**src/rtl/ram_scan_reader_if.sv**
```systemverilog
// Bus bundle for ram_scan_reader: RAM read port plus the valid/ready word output stream.
// The master modport is the scanner's side of the bundle; the slave modport is the RAM/consumer side.
interface ram_scan_reader_if #(
   parameter int ADDR_WIDTH = 5,
   parameter int DATA_WIDTH = 4
) ();
   logic [ADDR_WIDTH-1:0] rd_addr;
   logic [DATA_WIDTH-1:0] rd_data;
   logic [ADDR_WIDTH-1:0] out_addr;
   logic [DATA_WIDTH-1:0] out_data;
   logic                  out_valid;
   logic                  out_ready;

   modport master (
      output rd_addr,
      input  rd_data,
      output out_addr,
      output out_data,
      output out_valid,
      input  out_ready
   );

   modport slave (
      input  rd_addr,
      output rd_data,
      input  out_addr,
      input  out_data,
      input  out_valid,
      output out_ready
   );
endinterface

```
**src/rtl/ram_scan_reader.sv**
```systemverilog
// Scans a latency-READ_LATENCY RAM from address 0 upwards and presents each word for DWELL_CYCLES.
// Define RAM_SCAN_CONTINUOUS_EN to wrap back to address 0 at the end instead of stopping in DONE.
module ram_scan_reader #(
   parameter int ADDR_WIDTH   = 5,
   parameter int DATA_WIDTH   = 4,
   parameter int READ_LATENCY = 2,
   parameter int DWELL_CYCLES = 50_000_000
) (
   input  logic clk,
   input  logic reset,
   input  logic start,
   output logic busy,
   output logic done,
   ram_scan_reader_if.master bus
);

   localparam int DW_W = (DWELL_CYCLES > 1) ? $clog2(DWELL_CYCLES) : 1;

   typedef enum logic [2:0] {
      S_IDLE    = 3'd0,
      S_ISSUE   = 3'd1,
      S_WAIT    = 3'd2,
      S_PRESENT = 3'd3,
      S_DWELL   = 3'd4,
      S_DONE    = 3'd5
   } state_t;

   state_t                state_q;
   logic [1:0]            lat_cnt_q;
   logic [DW_W-1:0]       dwell_cnt_q;
   logic [ADDR_WIDTH-1:0] rd_addr_q;
   logic [ADDR_WIDTH-1:0] out_addr_q;
   logic [DATA_WIDTH-1:0] out_data_q;
   logic                  out_valid_q;
   logic                  busy_q;
   logic                  done_q;

   assign bus.rd_addr   = rd_addr_q;
   assign bus.out_addr  = out_addr_q;
   assign bus.out_data  = out_data_q;
   assign bus.out_valid = out_valid_q;
   assign busy          = busy_q;
   assign done          = done_q;

   // Scan FSM; rd_addr only moves on the edge that enters ISSUE so the RAM pipeline sees a stable address.
   always_ff @(posedge clk or negedge reset) begin
      if (!reset) begin
         state_q     <= S_IDLE;
         lat_cnt_q   <= 2'd0;
         dwell_cnt_q <= '0;
         rd_addr_q   <= '0;
         out_addr_q  <= '0;
         out_data_q  <= '0;
         out_valid_q <= 1'b0;
         busy_q      <= 1'b0;
         done_q      <= 1'b0;
      end else begin
         case (state_q)
            S_IDLE, S_DONE: begin
               if (start) begin
                  rd_addr_q <= '0;
                  busy_q    <= 1'b1;
                  done_q    <= 1'b0;
                  state_q   <= S_ISSUE;
               end else begin
                  state_q   <= state_q;
               end
            end
            S_ISSUE: begin
               lat_cnt_q <= 2'(READ_LATENCY - 1);
               state_q   <= S_WAIT;
            end
            S_WAIT: begin
               if (lat_cnt_q == 2'd0) begin
                  out_data_q  <= bus.rd_data;
                  out_addr_q  <= rd_addr_q;
                  out_valid_q <= 1'b1;
                  state_q     <= S_PRESENT;
               end else begin
                  lat_cnt_q   <= lat_cnt_q - 2'd1;
               end
            end
            S_PRESENT: begin
               if (bus.out_ready) begin
                  out_valid_q <= 1'b0;
                  dwell_cnt_q <= DW_W'(DWELL_CYCLES - 1);
                  state_q     <= S_DWELL;
               end else begin
                  out_valid_q <= 1'b1;
               end
            end
            S_DWELL: begin
               if (dwell_cnt_q != '0) begin
                  dwell_cnt_q <= dwell_cnt_q - DW_W'(1);
               end else if (rd_addr_q != {ADDR_WIDTH{1'b1}}) begin
                  rd_addr_q   <= rd_addr_q + ADDR_WIDTH'(1);
                  state_q     <= S_ISSUE;
               end else begin
`ifdef RAM_SCAN_CONTINUOUS_EN
                  rd_addr_q   <= '0;
                  state_q     <= S_ISSUE;
`else
                  busy_q      <= 1'b0;
                  done_q      <= 1'b1;
                  state_q     <= S_DONE;
`endif
               end
            end
            default: begin
               out_valid_q <= 1'b0;
               busy_q      <= 1'b0;
               done_q      <= 1'b0;
               state_q     <= S_IDLE;
            end
         endcase
      end
   end

endmodule

```
**src/flat_wrapper.sv**
```systemverilog
// flat-port wrapper written by rule: the top's interface ports become plain ports
module ram_scan_reader_flat 
#(
   parameter int ADDR_WIDTH   = 5,
   parameter int DATA_WIDTH   = 4,
   parameter int READ_LATENCY = 2,
   parameter int DWELL_CYCLES = 50_000_000
)
  (clk, reset, start, busy, done, bus_rd_addr, bus_rd_data, bus_out_addr, bus_out_data, bus_out_valid, bus_out_ready);
  ram_scan_reader_if #(.ADDR_WIDTH(ADDR_WIDTH), .DATA_WIDTH(DATA_WIDTH)) bus_i ();
  input  logic clk;
  input  logic reset;
  input  logic start;
  output logic busy;
  output logic done;
  output wire logic [$bits(bus_i.rd_addr)-1:0] bus_rd_addr;
  input wire logic [$bits(bus_i.rd_data)-1:0] bus_rd_data;
  output wire logic [$bits(bus_i.out_addr)-1:0] bus_out_addr;
  output wire logic [$bits(bus_i.out_data)-1:0] bus_out_data;
  output wire logic [$bits(bus_i.out_valid)-1:0] bus_out_valid;
  input wire logic [$bits(bus_i.out_ready)-1:0] bus_out_ready;
  assign bus_rd_addr = bus_i.rd_addr;
  assign bus_i.rd_data = bus_rd_data;
  assign bus_out_addr = bus_i.out_addr;
  assign bus_out_data = bus_i.out_data;
  assign bus_out_valid = bus_i.out_valid;
  assign bus_i.out_ready = bus_out_ready;
  ram_scan_reader #(.ADDR_WIDTH(ADDR_WIDTH), .DATA_WIDTH(DATA_WIDTH), .READ_LATENCY(READ_LATENCY), .DWELL_CYCLES(DWELL_CYCLES)) u_core (.clk(clk), .reset(reset), .start(start), .busy(busy), .done(done), .bus(bus_i));
endmodule
```
**config.mk**
```make
export PLATFORM = sky130hd
export DESIGN_NAME = ram_scan_reader_flat
export DESIGN_NICKNAME = d
export VERILOG_FILES = /design/src/rtl/ram_scan_reader_if.sv /design/src/rtl/ram_scan_reader.sv /design/src/flat_wrapper.sv
export SDC_FILE = /design/constraint.sdc
export NUM_CORES = 1
export LEC_CHECK = 0
export ABC_AREA = 0
export CAP_MARGIN = 20
export CORE_MARGIN = 2
export CORE_UTILIZATION = 67
export CTS_CLUSTER_SIZE = 25
export DETAILED_ROUTE_END_ITERATION = 16
export DONT_BUFFER_PORTS = 1
export PLACE_DENSITY = 0.83
export SKIP_LAST_GASP = 1
export SYNTH_ARGS = -nofsm -noshare
export SYNTH_HDL_FRONTEND = slang
export SYNTH_SLANG_ARGS = --single-unit
```
**constraint.sdc**
```tcl
create_clock -name clk -period 6.23 [get_ports clk]
set_input_delay 1.869 -clock clk [delete_from_list [all_inputs] [get_ports clk]]
set_output_delay 1.869 -clock clk [all_outputs]
set_load 0.01 [all_outputs]
```
# ---- Word-level counts from Yosys, hierarchy flattened
# Cells that the tools add are included.
dict set report word_totals {
  regBits 48
  in_bits 8
  out_inout_bits 17
  wordCells 70
}
dict set report op_classes {
  add_sub_neg 3
  n_eq_ne 14
  n_mux 26
  n_bitwise 2
  reduce_logical 16
}
# cell n
set ops {}
lappend ops {{26-bit two-way mux} 2}
lappend ops {{26-bit one-hot mux with 2 select lines} 1}
lappend ops {{26-bit nonzero test} 1}
lappend ops {{26-bit by 1-bit subtractor with 26-bit output (second input constant)} 1}
lappend ops {{3-bit two-way mux} 5}
lappend ops {{5-bit two-way mux} 3}
lappend ops {{3-bit one-hot mux with 5 select lines} 1}
lappend ops {{4-bit AND reduction} 3}
lappend ops {{2-bit != test (second input constant)} 5}
lappend ops {{5-bit one-hot mux with 2 select lines} 1}
lappend ops {{1-bit one-hot mux with 3 select lines} 3}
lappend ops {{1-bit two-way mux} 8}
lappend ops {{3-bit by 2-bit equality test with 1-bit output (second input constant)} 2}
lappend ops {{3-bit equality test (second input constant)} 2}
lappend ops {{2-bit by 1-bit != test with 1-bit output (second input constant)} 3}
lappend ops {{2-bit AND reduction} 3}
lappend ops {{2-bit nonzero test} 3}
lappend ops {{5-bit by 1-bit adder with 5-bit output (second input constant)} 1}
lappend ops {{5-bit != test (second input constant)} 1}
lappend ops {{2-bit one-hot mux with 2 select lines} 1}
lappend ops {{4-bit OR reduction} 1}
lappend ops {{3-bit by 1-bit equality test with 1-bit output (second input constant)} 1}
lappend ops {{3-bit zero test} 1}
lappend ops {{3-bit AND reduction} 1}
lappend ops {{other kinds (6)} 7}

# ---- Logic depth before layout (Yosys ltp)
# Gate-level depths: netlist (run 1).
dict set report logic_depth {
  ltp_word 4
  mapped_depth 8
  depth_no_buf 8
}

# ---- Worst setup path after synthesis (run 1)
# No wires, ideal clock.
dict set report synth_path {
  kind {input -> register}
  start {in bus_out_ready}
  end {reg u_core.dwell_cnt_q[8]}
  setup_ns 0.124
  arrival_time_ns 2.667
  t_required_ns 6.106
  setup_slack_ns 3.439
  cell_stages 4
  n_path_buf 0
  cell_sequence {nand2_1 -> nor2_1 -> nor2_1 -> a211o_1}
}
dict set report synth_between {
  elab_chain_len 2
}
# item line_no
set synth_lines {}
lappend synth_lines {{start, declared} flat_wrapper.sv:21} ;# input wire logic [$bits(bus_i.out_ready)-1:0] bus_out_ready;
lappend synth_lines {{2-bit != test (no line)} --}
lappend synth_lines {{3-bit AND reduction (no line)} --}
lappend synth_lines {{end signal, assigned} ram_scan_reader.sv:86} ;# dwell_cnt_q <= DW_W'(DWELL_CYCLES - 1);
lappend synth_lines {{end signal, assigned} ram_scan_reader.sv:94} ;# dwell_cnt_q <= dwell_cnt_q - DW_W'(1);
lappend synth_lines {{end, declared} ram_scan_reader.sv:30} ;# logic [DW_W-1:0] dwell_cnt_q;
# Every way passes these cells.
# A chain may end at the register's enable or synchronous reset.

# ---- Worst setup path after layout (run 1)
# Same ends and word-level chain as after synthesis.

==> impl_metrics.json, run 1 <==
{
  "drcViolationCount": 0,
  "synth_top_family_by_area": "simple AND/OR/NAND/NOR gates",
  "seqCellArea_mm2": 0.00120,
  "crit_path_max_incr_delay_ns": 0.52,
  "power_uw": 920,
  "synth_edf_count": 0,
  "ant_nets": 0,
  "p_switching_uw": 319,
  "cts-resized-gates": 0,
  "first_pass_iters": 4,
  "root_buffer": "clkbuf_8",
  "ys.flop_type": "dfrtp_1",
  "cts_sinks": 48,
  "drv_cap": 0,
  "antenna_found_initial": 0,
  "grt_pass1_wl_um": 9090,
  "place.port_buffers": 0,
  "final_area_mm2": 0.00273,
  "synth-xor-area-share_pct": 2.34,
  "ys_types": 52,
  "gr-total-overflow": 0,
  "final_nets": 265,
  "synth.area.mux_share_pct": 6.63,
  "synth_compound_area_share_pct": 16.4,
  "fillers": 258,
  "die_w_um": 66.6,
  "first_global_vias": 1909,
  "gr-usage-all-layers_pct": 27.4,
  "drive_gt1_share_pct": 13.0,
  "irDropWorstVdd_mv": 0.281,
  "synth_seq_cells": 48,
  "cp_common_cell": "nor2_1",
  "initial_core_util_pct": 70.5,
  "hold_viol_final": 0,
  "ctsLongestPathBuffers": 2,
  "leakage_uw": 0.00106,
  "pwr-share-comb_pct": 24.9,
  "r2r_cells": 5,
  "hold_end": "u_core.dwell_cnt_q[9]",
  "critPathMaxFanout": 9,
  "synthCells": 256,
  "grt_max_degree": 49,
  "numCtsBuffers": 5,
  "htreeDepth": 2,
  "ios": 25,
  "path_cells": "nand2_1 > nor2_1 > nor2_1 > a211o_1",
  "reg2reg_to": "u_core.dwell_cnt_q[23]",
  "period_share_pct": 44.3,
  "hold_start": "u_core.dwell_cnt_q[9]",
  "whs_path_depth": 1,
  "p_per_area_mw_per_mm2": 337,
  "vias": 1993,
  "drt_iter0_markers": 184,
  "placed_cell_area_mm2": 0.00261,
  "gp_congestion": 0.838,
  "clock_latency_ns": 0.31,
  "multi_input_area_mm2": 0.00132,
  "synth.top_cells.by_area": "dfrtp_1 46%, mux2_2 4.7%, nor2_1 3.0%",
  "die_y_um": 66.6,
  "ys_warn_count": 0,
  "synthArstFlopShare_pct": 100,
  "reg2reg_slack_ns": 3.73,
  "via_per_inst": 6.60,
  "finalMaxSlewViolations": 0,
  "r2r_start": "u_core.dwell_cnt_q[4]",
  "area_delta_synth_final_pct": 4.15,
  "die_area_mm2": 0.00443,
  "synth_top_cell_area_share_pct": 45.8,
  "postCtsSetupRepairBufs": 0,
  "end_kind": "register",
  "internal_power_uw": 601,
  "fin_skew_ns": 0.00884,
  "max_slew.worst_pin.slew_ns": 0.907,
  "hold_buffers": 0,
  "cts.clk_slew.worst_paths_ns": 0.09,
  "wl_um": 5290,
  "status": "finished, final reports clean",
  "setup_viol": 0,
  "diodes": 0,
  "crit_path_top_delay_cell": "nor2_1",
  "cts_tree": "built",
  "fmax_mhz": 363,
  "rsz0062_at_grt": "no",
  "core_area_mm2": 0.00372,
  "yosysTopAreaCell": "dfrtp_1",
  "synthesis.nets": 268,
  "switching_share_pct": 34.7,
  "fin_crit_ns": 2.76,
  "yosys.area_share.adder_pct": 1.91,
  "rows": 22,
  "setup_tns_ns": 0,
  "maxSlewHeadroom_pct": 39.4,
  "post-dp-hpwl_um": 3550,
  "cp-start-kind": "input port",
  "hold_class": "register to register",
  "syn_area_mm2": 0.00262,
  "crit_type": "input port to register",
  "yosys.area_share.simple_pct": 23.0,
  "worstPathRequired_ns": 6.43,
  "clkPwrFrac_pct": 25.9,
  "arrival_ns": 2.96,
  "ys_seq_area_share_pct": 45.8,
  "wl_per_cell_um": 17.5,
  "sequentialPowerShare_pct": 49.2,
  "syn_avg_cell_area_um2": 10.2
}
[sequential cells by signal (all words and copies together) (netlist names)]
signal                cells
u_core.dwell_cnt_q       26
u_core.bus.out_addr       5
u_core.bus.rd_addr        5
u_core.bus.out_data       4
u_core.state_q            3
u_core.lat_cnt_q          2
u_core.bus.out_valid      1
u_core.busy               1
u_core.done               1
[final cells by class]
type	instances	area share, %
well taps	48	2.20
clock buffers	6	3.02
flip-flops and latches	48	44.0
clock inverters	2	1.42
inverters	8	1.10
multi-input cells	190	48.3
[how the worst max path moves through the flow]
stage	start	endpoint	slack, ns	cells past startpoint
floorplan	bus_out_ready	u_core.dwell_cnt_q[8]	3.44	4
global placement	bus_out_ready	u_core.dwell_cnt_q[8]	3.24	4
detailed placement	bus_out_ready	u_core.dwell_cnt_q[8]	3.19	4
CTS	bus_out_ready	u_core.dwell_cnt_q[8]	3.52	4
global route	bus_out_ready	u_core.dwell_cnt_q[8]	3.38	4
finish	bus_out_ready	u_core.dwell_cnt_q[8]	3.47	4
[cells in the final DEF (no fill, tap or decap), types with 2 or more instances in the layout]
master	n
ha_1	4
dfrtp_1	48
nand2b_1	4
nor4_1	9
inv_1	8
a2111oi_2	3
o21ai_0	13
mux2_2	11
and3_1	5
or4_1	5
nand2_1	18
a31oi_1	2
o31ai_4	2
a22o_1	2
o211ai_1	6
xnor2_1	6
nor2b_1	4
nor3_1	9
nand3_1	7
or3_1	9
mux2i_1	5
or4_4	2
a21oi_1	10
o31ai_1	8
nor2_1	21
nand4_1	2
clkbuf_8	6
[kinds of logic (layout without fill, tap and decap cells)]
| group | Yosys count | in the layout |
|---|---|---|
| simple gates | 106 | 106 |
| compound gates | 57 | 57 |
| flops | 48 | 48 |
| buf+inv | 18 | 16 |
| mux | 16 | 16 |
| xor+xnor | 7 | 7 |
| fa+ha+maj | 4 | 4 |
[synth_stat cells (all sizes together) (2+ instances only)]
cell type / instances
mux2: 11
ha: 4
or3: 11
nand2: 18
o211ai: 6
a22o: 2
clkbuf: 8
nor4: 10
nand3: 7
o31ai: 10
inv: 8
nand2b: 4
xnor2: 6
and3: 5
buf: 2
dfrtp: 48
a2111oi: 3
mux2i: 5
a31oi: 2
nor2: 21
nand4: 2
nor3: 10
a21oi: 10
o21ai: 13
or4: 7
nor2b: 4
[metal layers]
metal,wire length [µm],up-vias,GRT usage (%)
met5,0,-,0
met4,72,0,9.18
met3,295,8,6.93
met2,2530,60,42.0
met1,2390,972,38.1
li1,-,953,-
[worst max-delay path: cells and delay by family]
| kind | cells | cell delay (ns) |
|---|---|---|
| AND/OR/NAND/NOR | 3 | 0.76 |
| AO/OA/AOI/OAI | 1 | 0.32 |
[metrics by stage]
| step | utilization, % | hold WS, ns | cells | setup WS, ns |
|---|---|---|---|---|
| after floorplan | - | 0.462 | 256 | 3.44 |
| after global placement | 70.2 | 0.494 | 294 | 3.24 |
| after detailed placement | 70.2 | 0.496 | 294 | 3.19 |
| after CTS | 73.5 | 0.509 | 302 | 3.52 |
| after global routing | 73.5 | 0.545 | 302 | 3.38 |
| final | 73.5 | 0.512 | 302 | 3.47 |
[power groups by stage]
stage,clock [µW],combinational (µW),sequential [µW]
after global placement,0,216,453
after CTS,241,228,452
after detailed placement,0,225,457
after global routing,253,260,464
final,239,229,453
after floorplan,0,210,422
(Power assumes the default switching activity.)
==> run 2: changes to the inputs <==
CORE_UTILIZATION = 63   (was 67)
PLACE_DENSITY = 0.79   (was 0.83)
clock period = 2.6 ns   (was 6.23 ns; I/O delays follow)
==> run 2 against run 1 <==
  * Final area up 1.1%
  * Count of clock-buffer cells in the layout decreased by 1
  * Die area is 6.0% higher
  * Largest power group unchanged
  * Critical endpoint is now u_core.dwell_cnt_q[23]
==> impl_metrics.json, run 2 (synthesized netlist as in run 1, its figures left out) <==
{
  "ctsLongestPathBuffers": 2,
  "htreeDepth": 2,
  "place_ws_ns": 0.184,
  "die_w_um": 68.5,
  "antenna_found_initial": 0,
  "critPathMaxFanout": 5,
  "cts_sinks": 48,
  "finalMaxSlewViolations": 0,
  "postCtsSetupRepairBufs": 0,
  "maxSlewHeadroom_pct": 56.1,
  "first_global_vias": 1872,
  "status": "finished, final reports clean",
  "initial_core_util_pct": 65.5,
  "wl_per_cell_um": 17.1,
  "root_buffer": "clkbuf_8",
  "max_slew.worst_pin.slew_ns": 0.656,
  "grt_max_degree": 49,
  "area_delta_synth_final_pct": 5.25,
  "seqCellArea_mm2": 0.00120,
  "post-dp-hpwl_um": 3780,
  "crit_path_max_incr_delay_ns": 0.62,
  "r2r_start": "u_core.dwell_cnt_q[10]",
  "drcViolationCount": 0,
  "ant_nets": 0,
  "hold_slack_ns": 0.155,
  "dpl.cell_count": 304,
  "setup_ws_ns": 0.159,
  "layout_commonest_cell": "dfrtp_1",
  "crit_type": "register to register",
  "cp-start-kind": "register",
  "final_nets": 273,
  "cts.clk_slew.worst_paths_ns": 0.09,
  "leakage_uw": 0.00108,
  "arrival_ns": 2.69,
  "grt_pass1_wl_um": 8710,
  "crit_path_top_delay_cell": "or4_1",
  "drt_iter0_markers": 143,
  "reg2reg_to": "u_core.dwell_cnt_q[23]",
  "place.port_buffers": 0,
  "numCtsBuffers": 5,
  "irDropWorstVdd_mv": 0.534,
  "period_share_pct": 93.9,
  "fin_crit_ns": 2.44,
  "drive_gt1_share_pct": 15.6,
  "p_per_area_mw_per_mm2": 765,
  "rsz0062_at_grt": "no",
  "critPathLaunch": "u_core.dwell_cnt_q[10]",
  "gr-total-overflow": 0,
  "largest_register_ffs": 26,
  "reg2reg_slack_ns": 0.16,
  "fillers": 308,
  "finalNonFillerCells": 312,
  "drv_cap": 0,
  "placed_cell_area_mm2": 0.00267,
  "die_area_mm2": 0.00469,
  "clock_latency_ns": 0.31,
  "die_y_um": 68.5,
  "cts_tree": "built",
  "fmax_mhz": 410,
  "setup_tns_ns": 0,
  "via_per_inst": 6.49,
  "gr-usage-all-layers_pct": 25.0,
  "final_area_mm2": 0.00276,
  "layout_common_cells": "48 x dfrtp_1, 21 x nor2_1, 18 x nand2_1",
  "diodes": 0,
  "end_kind": "register",
  "hold_buffers": 0,
  "path_cells": "or4_1 > or3_1 > or4_1 > or3_1 > nand3_1",
  "core_area_mm2": 0.00400,
  "ios": 25,
  "vias": 2025,
  "first_pass_iters": 4,
  "setup_viol": 0,
  "gp_congestion": 0.826,
  "hold_viol_final": 0,
  "multi_input_area_mm2": 0.00132,
  "rows": 23,
  "cts-resized-gates": 0,
  "crit_end": "u_core.dwell_cnt_q[23]",
  "fin_skew_ns": 0.00967,
  "r2r_cells": 5,
  "top_register": "u_core.dwell_cnt_q",
  "wl_um": 5340,
  "worstPathRequired_ns": 2.85,
  "hold_class": "input port to asynchronous set/reset pin"
}
run 2: changes by cell type in the layout (fill, tap and decap cells not counted):
cell | before | now
clkinv_2 | 0 | 2
bufinv_16 | 1 | 0
clkbuf_8 | 6 | 5
buf_4 | 0 | 8
run 2: cell type report:
type	instances	share of cell area (%)
timing repair buffer	8	2.18
sequential	48	43.5
tap	50	2.27
clock buffer	5	2.49
inverter	8	1.09
clock inverter	3	0.680
multi-input combinational	190	47.8
run 2: where the power goes:
group | switching (µW) | internal (µW) | total [µW]
clock network | 252 | 188 | 439
registers | 127 | 882 | 1010
logic | 381 | 281 | 663
total | 760 | 1350 | 2110
run 2: how the worst min path moves through the flow:
stage | end | slack [ns]
4_1_cts | u_core.state_q[1] | 0.15
3_5_place_dp | u_core.state_q[1] | 0.49
5_1_grt | u_core.dwell_cnt_q[0] | 0.14
2_1_floorplan | u_core.dwell_cnt_q[9] | 0.46
6_report | u_core.dwell_cnt_q[0] | 0.15
3_3_place_gp | u_core.dwell_cnt_q[9] | 0.48
run 2: stage by stage:
stage	util, %	total power (µW)
3_3_place_gp	66.8	1660
2_1_floorplan	-	1510
5_1_grt	69.0	2250
4_1_cts	69.0	2120
6_report	69.0	2110
3_5_place_dp	66.8	1680
run 2: worst max-delay path, delay by kind of cell, from the launching register on:
kind / cells / cell delay, ns
flops: 1 / 0.40
simple gates: 5 / 1.98
run 2: metal layers:
layer | GRT usage, % | share of wire (%) | vias to the layer above
li1 | - | - | 973
met1 | 35.3 | 46 | 999
met2 | 37.9 | 48 | 42
met3 | 6.33 | 4.3 | 11
met4 | 7.50 | 1.6 | 0
met5 | 0 | 0 | -
==> run 3: changes to the inputs <==
clock period = 2.5 ns   (was 2.6 ns; I/O delays follow)
==> run 3 against run 2 <==
  * Combinational power up 5.3%
  * Fmax up 0.47%
  * Non-clock buffer count up 6
  * Utilization up 1.2 points
  * Highest routed layer unchanged
==> impl_metrics.json, run 3 (synthesized netlist as in run 1, its figures left out) <==
{
  "first_pass_iters": 4,
  "first_global_vias": 1892,
  "internal_power_uw": 1410,
  "sequentialPowerShare_pct": 47.8,
  "wl_per_cell_um": 16.4,
  "rsz0062_at_grt": "no",
  "period_share_pct": 97.2,
  "area_delta_synth_final_pct": 7.06,
  "p_switching_uw": 777,
  "die_w_um": 68.5,
  "leakage_uw": 0.00111,
  "cts_sinks": 48,
  "grt_max_degree": 49,
  "gr-usage-all-layers_pct": 24.3,
  "layout_commonest_cell": "dfrtp_1",
  "final_nets": 279,
  "htreeDepth": 2,
  "rows": 23,
  "numCtsBuffers": 5,
  "status": "finished, final reports clean",
  "pwr-share-comb_pct": 32.0,
  "path_cells": "or4_4 > or3_4 > or4_1 > or3_1 > nand3_1",
  "fin_crit_ns": 2.43,
  "drcViolationCount": 0,
  "ant_nets": 0,
  "cts_tree": "built",
  "die_area_mm2": 0.00469,
  "grt_pass1_wl_um": 8600,
  "core_area_mm2": 0.00400,
  "r2r_start": "u_core.dwell_cnt_q[6]",
  "drv_cap": 0,
  "ios": 25,
  "via_per_inst": 6.43,
  "final_util_pct": 70.2,
  "ctsLongestPathBuffers": 2,
  "clock_latency_ns": 0.30,
  "maxSlewHeadroom_pct": 57.9,
  "initial_core_util_pct": 65.5,
  "crit_type": "register to register",
  "cp-start-kind": "register",
  "post-dp-hpwl_um": 3700,
  "drt_iter0_markers": 215,
  "finalMaxSlewViolations": 0,
  "arrival_ns": 2.66,
  "switching_share_pct": 35.5,
  "worstPathRequired_ns": 2.73,
  "setup_tns_ns": 0,
  "die_y_um": 68.5,
  "drive_gt1_share_pct": 18.0,
  "crit_path_top_delay_cell": "or4_4",
  "fin_skew_ns": 0.0127,
  "irDropWorstVdd_mv": 0.548,
  "root_buffer": "clkbuf_8",
  "place.port_buffers": 0,
  "cts.clk_slew.worst_paths_ns": 0.09,
  "critPathLaunch": "u_core.dwell_cnt_q[6]",
  "p_per_area_mw_per_mm2": 779,
  "hold_viol_final": 0,
  "hold_class": "input port to asynchronous set/reset pin",
  "layout_common_cells": "48 x dfrtp_1, 21 x nor2_1, 18 x nand2_1",
  "vias": 2039,
  "largest_register_ffs": 26,
  "setup_viol": 0,
  "gr-total-overflow": 0,
  "gp_congestion": 0.809,
  "end_kind": "register",
  "clkPwrFrac_pct": 20.2,
  "top_register": "u_core.dwell_cnt_q",
  "diodes": 0,
  "wl_um": 5210,
  "antenna_found_initial": 0,
  "crit_path_max_incr_delay_ns": 0.58,
  "fmax_mhz": 412,
  "max_slew.worst_pin.slew_ns": 0.629,
  "critPathMaxFanout": 6
}
run 3: changes by cell type in the layout (fill, tap and decap cells not counted), sizes merged:
cell,previous run,this run
clkinv,3,1
buf,8,14
clkinvlp,0,1
run 3: routing by layer:
| layer | wire, µm | vias up | GRT usage, % | part of all wire, % |
|---|---|---|---|---|
| met5 | 0 | - | 0 | 0 |
| met2 | 2460 | 49 | 37.6 | 47 |
| met1 | 2480 | 1003 | 34.4 | 48 |
| met4 | 53 | 0 | 7.25 | 1.0 |
| li1 | - | 980 | - | - |
| met3 | 217 | 7 | 5.36 | 4.2 |
run 3: critical path: cells and delay by family (launching register included):
family | cells | cell delay [ns]
DFF | 1 | 0.39
and+or+nand+nor | 5 | 1.97
run 3: layout make-up:
cell class | instances | area [µm²]
flip-flops and latches | 48 | 1200
well taps | 50 | 62.6
clock buffers | 5 | 68.8
clock inverters | 2 | 12.5
inverters | 8 | 30.0
multi-input cells | 190 | 1330
fillers | 294 | 1190
repair buffers | 14 | 105
run 3: path summary, 6_finish.rpt:
| path | end | slack (ns) | cells past startpoint |
|---|---|---|---|
| worst max register to register | u_core.dwell_cnt_q[23] | 0.07 | 5 |
| worst min register to register | u_core.dwell_cnt_q[9] | 0.52 | 1 |
| max in group asynchronous | u_core.dwell_cnt_q[13] | 2.28 | 0 |
| worst max-delay path | u_core.dwell_cnt_q[23] | 0.07 | 5 |
| worst min-delay path | u_core.bus.out_addr[1] | 0.13 | 0 |
| min in group clk | u_core.dwell_cnt_q[9] | 0.52 | 1 |
run 3: through the flow:
stage	std cells	instance area, µm²	hold slack, ns	total power, µW	setup WS [ns]
detailed placement	309	2710	0.456	1750	0.0495
finish	317	2810	0.128	2190	0.0704
global placement	309	2710	0.456	1720	0.144
CTS	316	2790	0.124	2200	0.0244
global route	317	2810	0.116	2340	0.0134
floorplan	256	2620	0.454	1570	0.0810
run 3: power by group through the flow:
stage / Combinational [µW] / Sequential, µW / Clock [µW]
5_1_grt: 791 / 1070 / 479
3_5_place_dp: 690 / 1060 / 0
2_1_floorplan: 523 / 1050 / 0
6_report: 698 / 1050 / 442
4_1_cts: 693 / 1050 / 456
3_3_place_gp: 665 / 1060 / 0
run 3: timing repair:
| action | CTS | global route |
|---|---|---|
| hold buffers | 0 | 0 |
| resized for setup | 0 | 2 |
| endpoints found under the setup margin | 0 | 2 |
| buffers inserted | 0 | 1 |
